--- config.mk ---
export PLATFORM = sky130hd
export DESIGN_NAME = j1_io_uart
export DESIGN_NICKNAME = d
export VERILOG_FILES = /design/src/rtl/j1_uart_pkg.sv /design/src/rtl/j1_uart_rx.sv /design/src/rtl/j1_io_uart.sv
export SDC_FILE = /design/constraint.sdc
export NUM_CORES = 1
export LEC_CHECK = 0
export BUFFER_PORTS_ARGS = -buffer_cell sky130_fd_sc_hd__clkbuf_2
export CAP_MARGIN = 30
export CORE_ASPECT_RATIO = 1.5
export CORE_MARGIN = 2
export CORE_UTILIZATION = 64
export DETAILED_ROUTE_END_ITERATION = 7
export HOLD_SLACK_MARGIN = 0.06
export PLACE_DENSITY_LB_ADDON = 0.2
export SKIP_LAST_GASP = 1
export SLEW_MARGIN = 10
export SYNTH_ARGS = -nofsm -noshare
export SYNTH_HDL_FRONTEND = slang
export SYNTH_SLANG_ARGS = --single-unit
--- constraint.sdc ---
create_clock -name sys_clk_i -period 4.6 [get_ports sys_clk_i]
set_input_delay 0.46 -clock sys_clk_i [delete_from_list [all_inputs] [get_ports sys_clk_i]]
set_output_delay 0.46 -clock sys_clk_i [all_outputs]
set_load 0.05 [all_outputs]
--- src/rtl/j1_uart_pkg.sv ---
// Shared definitions for the J1 UART peripheral: register offsets,
// STATUS bit positions and the state encoding used by both serial FSMs.
package j1_uart_pkg;

  localparam logic [1:0] REG_TXDATA  = 2'd0;
  localparam logic [1:0] REG_RXDATA  = 2'd1;
  localparam logic [1:0] REG_STATUS  = 2'd2;
  localparam logic [1:0] REG_DIVISOR = 2'd3;

  localparam int STAT_TX_BUSY    = 0;
  localparam int STAT_RX_VALID   = 1;
  localparam int STAT_RX_OVERRUN = 2;
  localparam int STAT_FRAME_ERR  = 3;
  localparam int STAT_TX_DROP    = 4;

  typedef enum logic [1:0] {
    ST_IDLE  = 2'd0,
    ST_START = 2'd1,
    ST_DATA  = 2'd2,
    ST_STOP  = 2'd3
  } uart_state_t;

endpackage

--- src/rtl/j1_uart_rx.sv ---
// UART receiver: synchronises the asynchronous serial input, detects a
// start bit, samples eight data bits LSB first near their centres and
// checks the stop bit. Produces a byte with a one-cycle strobe.
module j1_uart_rx
  import j1_uart_pkg::*;
(
  input  logic        sys_clk_i,
  input  logic        sys_rst_i,
  input  logic        uart_rx_i,
  input  logic [15:0] divisor,
  output logic [7:0]  rx_byte,
  output logic        rx_strobe,
  output logic        rx_frame_err
);

  logic        rx_meta;
  logic        rx_sync;
  logic        rx_prev;
  logic        rx_fall;
  uart_state_t state;
  logic [15:0] baud_cnt;
  logic [2:0]  bit_cnt;
  logic [7:0]  shift_reg;

  // Two-flop synchroniser plus one delayed copy for falling-edge detection; idles high.
  always_ff @(posedge sys_clk_i) begin
    if (sys_rst_i) begin
      rx_meta <= 1'b1;
      rx_sync <= 1'b1;
      rx_prev <= 1'b1;
    end else begin
      rx_meta <= uart_rx_i;
      rx_sync <= rx_meta;
      rx_prev <= rx_sync;
    end
  end

  assign rx_fall = rx_prev & ~rx_sync;

  // Receive FSM: half-bit wait to the start-bit centre, then one sample per bit period.
  always_ff @(posedge sys_clk_i) begin
    if (sys_rst_i) begin
      state        <= ST_IDLE;
      baud_cnt     <= '0;
      bit_cnt      <= '0;
      shift_reg    <= '0;
      rx_byte      <= '0;
      rx_strobe    <= 1'b0;
      rx_frame_err <= 1'b0;
    end else begin
      rx_strobe    <= 1'b0;
      rx_frame_err <= 1'b0;
      case (state)
        ST_IDLE: begin
          if (rx_fall) begin
            state    <= ST_START;
            baud_cnt <= divisor >> 1;
          end
        end
        ST_START: begin
          if (baud_cnt == 16'd0) begin
            if (rx_sync) begin
              state <= ST_IDLE;
            end else begin
              state    <= ST_DATA;
              baud_cnt <= divisor;
              bit_cnt  <= 3'd0;
            end
          end else begin
            baud_cnt <= baud_cnt - 16'd1;
          end
        end
        ST_DATA: begin
          if (baud_cnt == 16'd0) begin
            shift_reg <= {rx_sync, shift_reg[7:1]};
            baud_cnt  <= divisor;
            bit_cnt   <= bit_cnt + 3'd1;
            if (bit_cnt == 3'd7) begin
              state <= ST_STOP;
            end
          end else begin
            baud_cnt <= baud_cnt - 16'd1;
          end
        end
        ST_STOP: begin
          if (baud_cnt == 16'd0) begin
            state        <= ST_IDLE;
            rx_byte      <= shift_reg;
            rx_strobe    <= 1'b1;
            rx_frame_err <= ~rx_sync;
          end else begin
            baud_cnt <= baud_cnt - 16'd1;
          end
        end
        default: state <= ST_IDLE;
      endcase
    end
  end

endmodule

--- src/rtl/j1_io_uart.sv ---
// Memory-mapped UART for the J1 IO bus. Decodes an 8-byte window,
// holds the TX/RX/STATUS/DIVISOR registers, runs the transmit FSM and
// hosts the receiver. Read data is combinational and zero when not selected.
module j1_io_uart
  import j1_uart_pkg::*;
#(
  parameter logic [15:0] BASE_ADDR   = 16'h4000,
  parameter logic [15:0] DEFAULT_DIV = 16'd433
) (
  input  logic        sys_clk_i,
  input  logic        sys_rst_i,
  input  logic        io_rd_i,
  input  logic        io_wr_i,
  input  logic [15:0] io_addr_i,
  input  logic [15:0] io_wdata_i,
  output logic [15:0] io_rdata_o,
  output logic        uart_tx_o,
  input  logic        uart_rx_i
);

  logic        hit;
  logic [1:0]  offset;
  logic        wr_tx;
  logic        wr_status;
  logic        wr_div;
  logic        rd_rx;
  logic        unused_addr_lsb;

  logic [15:0] divisor;
  logic [7:0]  rx_byte;
  logic        rx_valid;
  logic        rx_overrun;
  logic        frame_err;
  logic        tx_drop;
  logic        tx_busy;
  logic [15:0] status_word;

  uart_state_t tx_state;
  logic [15:0] tx_cnt;
  logic [2:0]  tx_bit_cnt;
  logic [7:0]  tx_shift;
  logic        tx_line;

  logic [7:0]  rx_new_byte;
  logic        rx_strobe;
  logic        rx_frame_err;

  assign hit             = (io_addr_i[15:3] == BASE_ADDR[15:3]);
  assign offset          = io_addr_i[2:1];
  assign unused_addr_lsb = io_addr_i[0];

  assign wr_tx     = io_wr_i & hit & (offset == REG_TXDATA);
  assign wr_status = io_wr_i & hit & (offset == REG_STATUS);
  assign wr_div    = io_wr_i & hit & (offset == REG_DIVISOR);
  assign rd_rx     = io_rd_i & hit & (offset == REG_RXDATA);

  assign tx_busy   = (tx_state != ST_IDLE);
  assign uart_tx_o = tx_line;

  assign status_word = {11'd0, tx_drop, frame_err, rx_overrun, rx_valid, tx_busy};

  j1_uart_rx u_rx (
    .sys_clk_i    (sys_clk_i),
    .sys_rst_i    (sys_rst_i),
    .uart_rx_i    (uart_rx_i),
    .divisor      (divisor),
    .rx_byte      (rx_new_byte),
    .rx_strobe    (rx_strobe),
    .rx_frame_err (rx_frame_err)
  );

  // Combinational read mux; drives zero unless this window is being read.
  always_comb begin
    io_rdata_o = 16'd0;
    if (io_rd_i && hit) begin
      case (offset)
        REG_RXDATA:  io_rdata_o = {8'h00, rx_byte};
        REG_STATUS:  io_rdata_o = status_word;
        REG_DIVISOR: io_rdata_o = divisor;
        default:     io_rdata_o = 16'd0;
      endcase
    end
  end

  // Register file and sticky status flags; a set on the same edge as a clear wins.
  always_ff @(posedge sys_clk_i) begin
    if (sys_rst_i) begin
      divisor    <= DEFAULT_DIV;
      rx_byte    <= 8'd0;
      rx_valid   <= 1'b0;
      rx_overrun <= 1'b0;
      frame_err  <= 1'b0;
      tx_drop    <= 1'b0;
    end else begin
      if (wr_div) begin
        divisor <= io_wdata_i;
      end
      if (rx_strobe) begin
        rx_byte <= rx_new_byte;
      end
      if (rx_strobe) begin
        rx_valid <= 1'b1;
      end else if (rd_rx) begin
        rx_valid <= 1'b0;
      end
      if (rx_strobe && rx_valid && !rd_rx) begin
        rx_overrun <= 1'b1;
      end else if (wr_status && io_wdata_i[STAT_RX_OVERRUN]) begin
        rx_overrun <= 1'b0;
      end
      if (rx_strobe && rx_frame_err) begin
        frame_err <= 1'b1;
      end else if (wr_status && io_wdata_i[STAT_FRAME_ERR]) begin
        frame_err <= 1'b0;
      end
      if (wr_tx && tx_busy) begin
        tx_drop <= 1'b1;
      end else if (wr_status && io_wdata_i[STAT_TX_DROP]) begin
        tx_drop <= 1'b0;
      end
    end
  end

  // Transmit FSM: start, eight data bits LSB first, stop; each held divisor+1 clocks.
  always_ff @(posedge sys_clk_i) begin
    if (sys_rst_i) begin
      tx_state   <= ST_IDLE;
      tx_cnt     <= 16'd0;
      tx_bit_cnt <= 3'd0;
      tx_shift   <= 8'd0;
      tx_line    <= 1'b1;
    end else begin
      case (tx_state)
        ST_IDLE: begin
          tx_line <= 1'b1;
          if (wr_tx) begin
            tx_state <= ST_START;
            tx_line  <= 1'b0;
            tx_cnt   <= divisor;
            tx_shift <= io_wdata_i[7:0];
          end
        end
        ST_START: begin
          if (tx_cnt == 16'd0) begin
            tx_state   <= ST_DATA;
            tx_line    <= tx_shift[0];
            tx_cnt     <= divisor;
            tx_bit_cnt <= 3'd0;
          end else begin
            tx_cnt <= tx_cnt - 16'd1;
          end
        end
        ST_DATA: begin
          if (tx_cnt == 16'd0) begin
            tx_cnt <= divisor;
            if (tx_bit_cnt == 3'd7) begin
              tx_state <= ST_STOP;
              tx_line  <= 1'b1;
            end else begin
              tx_bit_cnt <= tx_bit_cnt + 3'd1;
              tx_shift   <= tx_shift >> 1;
              tx_line    <= tx_shift[1];
            end
          end else begin
            tx_cnt <= tx_cnt - 16'd1;
          end
        end
        ST_STOP: begin
          if (tx_cnt == 16'd0) begin
            tx_state <= ST_IDLE;
          end else begin
            tx_cnt <= tx_cnt - 16'd1;
          end
        end
        default: tx_state <= ST_IDLE;
      endcase
    end
  end

endmodule
==> results.json, run 1 <==
{
  "vias": 5548,
  "finalNonFillerCells": 835,
  "vias_per_cell": 6.64,
  "dieArea_sq_mm": 0.00942,
  "end_kind": "output port",
  "drv_slew": 0,
  "rsz0062_at_grt": "no",
  "fin_skew_ns": 0.00992,
  "reg_top3": "divisor: 16 flops, tx_cnt: 16 flops, u_rx.baud_cnt: 16 flops",
  "period_share": 0.644,
  "timing.rr.end": "u_rx.baud_cnt[5]",
  "path_class": "reg2out",
  "syn-num-nets": 746,
  "cts_made_buffers": 9,
  "arrival_ns": 2.50,
  "synth_top_area_cell": "dfxtp_1",
  "worstReg2RegStart": "u_rx.baud_cnt[0]",
  "synthSimpleGateAreaFrac": 0.234,
  "nNetsFinal": 774,
  "synth.most_common_cell": "dfxtp_1",
  "diodes": 0,
  "ant_nets": 0,
  "tns_ns": 0,
  "grt_pass1_wl_microns": 24900,
  "fmax_ghz": 0.338,
  "final_core_util": 0.725,
  "grt_usage": 0.334,
  "synth-async-reset-ratio": 0,
  "hp-start": "uart_rx_i",
  "switching_share": 0.344,
  "maxCapViolCount": 0,
  "clockBufferDepth": 2,
  "cts.sinks": 100,
  "start_util": 0.657,
  "routabilityCongestion": 0.984,
  "whs_endpoint": "u_rx.rx_meta",
  "ys_types": 69,
  "cts_tree": "yes",
  "num_rows": 41,
  "core-area_sq_mm": 0.00841,
  "synth_edf_count": 0,
  "seq_area_frac_synth": 0.362,
  "syn_to_final_growth_pct": 10.2,
  "syn_inst": 695,
  "io_buffers": 52,
  "power_frac_comb": 0.257,
  "holdWs_ns": 0.284,
  "die_h_microns": 118,
  "die_w_microns": 79.9,
  "grt_pass1_vias": 5072,
  "dr.pass1.iters": 5,
  "dp.cells": 816,
  "drc": 0,
  "post_cts_resized": 0,
  "maxSlewHeadroom": 0.379,
  "ys_ff_latch": 100,
  "synthAdderAreaFrac": 0.0317,
  "synth_top_family_by_area": "simple AND/OR/NAND/NOR gates",
  "cp-start-kind": "flop",
  "hold_viol": 0,
  "worst_pin_slew_ns": 0.932,
  "power.density_mw_per_mm2": 369,
  "intPower_w": 0.00148,
  "yosys-top-cells-count": "dfxtp_1 (100), nand2_1 (84), nor2_1 (77), a21oi_1 (61), o21ai_0 (40)",
  "wl_microns": 15700,
  "htree_levels": 3,
  "r2r_slack_ns": 1.76,
  "synth.top_cell.area_share": 0.362,
  "synth_area_sq_mm": 0.00553,
  "worstPathMaxFanout": 22,
  "root_buffer": "clkbuf_16",
  "synth.area.mux_share": 0.0783,
  "yosys_warnings": 0,
  "hp-class": "in2reg",
  "drt_iter0_drc": 521,
  "overflow": 0,
  "synthXorXnorAreaFrac": 0.0222,
  "clk_pin_slew_worst_paths_ns": 0.07,
  "synth-compound-area-share": 0.227,
  "antenna_found_initial": 0,
  "cts_setup_buffers": 0,
  "power_frac_seq": 0.408,
  "hold_buffers": 0,
  "drive_above_1_share": 0.130,
  "synth_area_leaders": "dfxtp_1 (36%), mux2i_1 (6.3%), nand2_1 (5.7%)",
  "reg2reg_depth": 8,
  "avgSynthCellArea_sq_um": 7.96,
  "ir_worst_vdd_mv": 0.269,
  "status": "completed",
  "clock_power_share": 0.335,
  "holdPathStages": 2,
  "leakagePower_nw": 2.27,
  "setup_viol": 0,
  "dp_hpwl_microns": 10600,
  "clk_latency_ns": 0.36,
  "avgRoutedWirePerCell_microns": 18.8,
  "period_needed_ns": 2.96,
  "synth_flop_cell": "dfxtp_1",
  "pin_count": 54,
  "p_sw_w": 0.000775,
  "required_ns": 4.14,
  "grt_max_degree": 90
}
==> cell type report <==
type	instances	area (sq um)
Inverter	21	78.8
Clock inverter	7	67.6
Multi-Input combinational cell	533	3280
Timing Repair Buffer	58	307
Tap cell	107	134
Clock buffer	9	225
Fill cell	658	2320
Sequential cell	100	2000
==> through the flow <==
step | worst slack, ns | instance area [sq um] | total power [W]
detailed placement | 1.71 | 5780 | 0.00149
global placement | 1.78 | 5780 | 0.00147
CTS | 1.71 | 6070 | 0.00223
global route | 1.46 | 6100 | 0.00234
floorplan | 1.83 | 5530 | 0.00136
finish | 1.64 | 6100 | 0.00225
==> critical path, stage by stage (launching register included) <==
cell and delay [ns]:
dfxtp_1 0.35, inv_1 0.10, ha_1 0.67, inv_1 0.42, a22oi_1 0.31, nor2_1 0.07
clkbuf_2 0.24
==> worst max-delay path by stage <==
stage | startpoint | end | depth (start not counted)
final | tx_state[0] | io_rdata_o[0] | 6
after global routing | tx_state[1] | io_rdata_o[0] | 6
after CTS | tx_state[0] | io_rdata_o[0] | 6
after floorplan | io_addr_i[4] | io_rdata_o[11] | 4
after global placement | io_addr_i[1] | tx_cnt[13] | 7
after detailed placement | io_addr_i[1] | tx_cnt[13] | 7
==> cells in the final DEF, fill, tap and decap left out, types with 11 or more instances in the layout <==
master	Yosys	final
dfxtp_1	100	100
nand2_1	84	84
nor2_1	77	77
a21oi_1	61	61
clkbuf_2	0	53
o21ai_0	40	40
mux2i_1	35	35
nand3_1	21	21
inv_1	20	20
nor3_1	18	18
ha_1	14	14
a22oi_1	13	13
nor4_1	11	11
o211ai_1	11	11
a211oi_1	11	11
==> power by group through the flow <==
stage / combinational (W) / clock [W] / sequential, W
final: 0.000578 / 0.000754 / 0.000919
after global routing: 0.000623 / 0.000799 / 0.000922
after CTS: 0.000554 / 0.000756 / 0.000917
after detailed placement: 0.000550 / 0 / 0.000938
after global placement: 0.000534 / 0 / 0.000936
after floorplan: 0.000433 / 0 / 0.000929
==> cell families after synthesis <==
family	after synthesis
and+or+nand+nor	268
adders and majority gates	14
buffers and inverters	62
AOI/OAI and AO/OA	195
muxes	42
DFF	100
xor gates and xnor gates	14
==> routing by layer <==
layer	global-route usage	wire (microns)
met1	0.436	6290
met2	0.518	7300
met3	0.0775	1340
met4	0.154	772
met5	0	0
No activity file was read; power rests on OpenSTA's default activity.
==> run 2: changes to the inputs <==
- CORE_UTILIZATION: 64 -> 60
- clock period: 4.6 -> 2.81 ns (I/O delays scaled with it)
==> results.json, run 2 (synthesized netlist as in run 1, its figures left out) <==
{
  "drc": 0,
  "grt_usage": 0.339,
  "slowest_delay_ns": 0.55,
  "finalNonFillerCells": 862,
  "clk_latency_ns": 0.36,
  "status": "completed",
  "r2r_slack_ns": 0.09,
  "drt_iter0_drc": 435,
  "path_class": "reg2reg",
  "wl_microns": 16200,
  "drive_above_1_share": 0.158,
  "crit_start": "u_rx.baud_cnt[0]",
  "post_cts_resized": 0,
  "num_rows": 42,
  "die_h_microns": 122,
  "hp-class": "in2reg",
  "maxSlewHeadroom": 0.454,
  "timing.rr.end": "u_rx.baud_cnt[12]",
  "nNetsFinal": 798,
  "antenna_found_initial": 0,
  "avgRoutedWirePerCell_microns": 18.7,
  "dp.cells": 846,
  "cts.sinks": 100,
  "layout_common_cells": "dfxtp_1 (100), nand2_1 (84), nor2_1 (77), a21oi_1 (61), clkbuf_2 (52)",
  "rsz0062_at_grt": "no",
  "final_common_cell": "dfxtp_1",
  "pin_count": 54,
  "endpoint": "u_rx.baud_cnt[12]",
  "reg2reg_depth": 8,
  "crit_slowest_cell": "a21boi_1",
  "grt_pass1_wl_microns": 25900,
  "vias": 5570,
  "drv_slew": 0,
  "grt_pass1_vias": 5279,
  "root_buffer": "clkbuf_16",
  "overflow": 0,
  "leakagePower_nw": 2.40,
  "ir_worst_vdd_mv": 0.443,
  "diodes": 0,
  "ant_nets": 0,
  "reg_top3": "divisor: 16 flops, tx_cnt: 16 flops, u_rx.baud_cnt: 16 flops",
  "maxCapViolCount": 0,
  "arrival_ns": 2.98,
  "start_util": 0.623,
  "fillers": 732,
  "hold_buffers": 0,
  "clk_pin_slew_worst_paths_ns": 0.08,
  "die_w_microns": 82.4,
  "tns_ns": 0,
  "period_share": 0.968,
  "setup_viol": 0,
  "required_ns": 3.07,
  "fmax_ghz": 0.368,
  "end_kind": "flop",
  "clockBufferDepth": 2,
  "worstReg2RegStart": "u_rx.baud_cnt[0]",
  "routabilityCongestion": 0.979,
  "post_dp_cell_area_sq_mm": 0.00601,
  "path_delay_family": "compound AO/OA/AOI/OAI gates",
  "htree_levels": 3,
  "fin_skew_ns": 0.00867,
  "worst_pin_slew_ns": 0.819,
  "post-route-cell-area_sq_mm": 0.00634,
  "grt_max_degree": 90,
  "cts_made_buffers": 9,
  "syn_to_final_growth_pct": 14.6,
  "totalPowerFinal_w": 0.00391,
  "io_buffers": 52,
  "cts_setup_buffers": 0,
  "cp_num_cells": 8,
  "dieArea_sq_mm": 0.0100,
  "final_core_util": 0.713,
  "period_needed_ns": 2.72,
  "cp-start-kind": "flop",
  "dr.pass1.iters": 7,
  "cts_tree": "yes",
  "crit_buf_inv": 2,
  "vias_per_cell": 6.46,
  "worstPathMaxFanout": 9,
  "path_cells": "inv_1 > ha_1 > nor3b_1 > buf_4 > and4_1 > a21boi_1 > nand3_1 > o32ai_1",
  "power.density_mw_per_mm2": 616,
  "dp_hpwl_microns": 11400,
  "hold_viol": 0,
  "core-area_sq_mm": 0.00888
}
-- run 2: cell count changes in the layout (fill, tap and decap cells not counted) --
cell / change
clkbuf_2: -1
inv_8: +1
buf_4: +24
buf_6: -1
clkinv_8: +1
clkinv_4: -2
clkinvlp_4: -1
buf_12: +2
bufinv_16: +1
-- run 2: power breakdown --
group,leakage [nW],internal (W),total [W],switching [W]
clock network,0.160,0.000725,0.00135,0.000620
logic,1.44,0.000424,0.00105,0.000628
registers,0.807,0.00145,0.00151,0.0000541
total,2.40,0.00260,0.00391,0.00130
-- run 2: metrics by stage --
step	setup slack (ns)	hold slack [ns]
6_report	0.0912	0.0973
5_1_grt	0.00887	0.105
4_1_cts	0.163	0.0926
3_5_place_dp	0.182	0.396
3_3_place_gp	0.272	0.391
2_1_floorplan	0.321	0.385
-- run 2: area by class of cell --
cell class	count	area (sq um)	area share
Multi-Input combinational cell	533	3280	0.518
Timing Repair Buffer	82	510	0.0806
Clock buffer	9	225	0.0355
Sequential cell	100	2000	0.316
Clock inverter	7	100	0.0158
Inverter	21	78.8	0.0124
Tap cell	110	138	0.0217
-- run 2: metal layers --
layer	up-vias	part of all wire	track usage
met1	2620	0.42	0.441
met4	0	0.048	0.161
li1	2634	-	-
met3	57	0.068	0.0681
met5	-	0	0
met2	259	0.46	0.532
-- run 2: how the worst min path moves through the flow --
stage / startpoint / to / depth (start not counted)
after floorplan: uart_rx_i / u_rx.rx_meta / 1
after global placement: u_rx.rx_meta / u_rx.rx_sync / 1
after detailed placement: u_rx.rx_meta / u_rx.rx_sync / 1
after CTS: uart_rx_i / u_rx.rx_meta / 2
after global routing: uart_rx_i / u_rx.rx_meta / 2
final: uart_rx_i / u_rx.rx_meta / 2
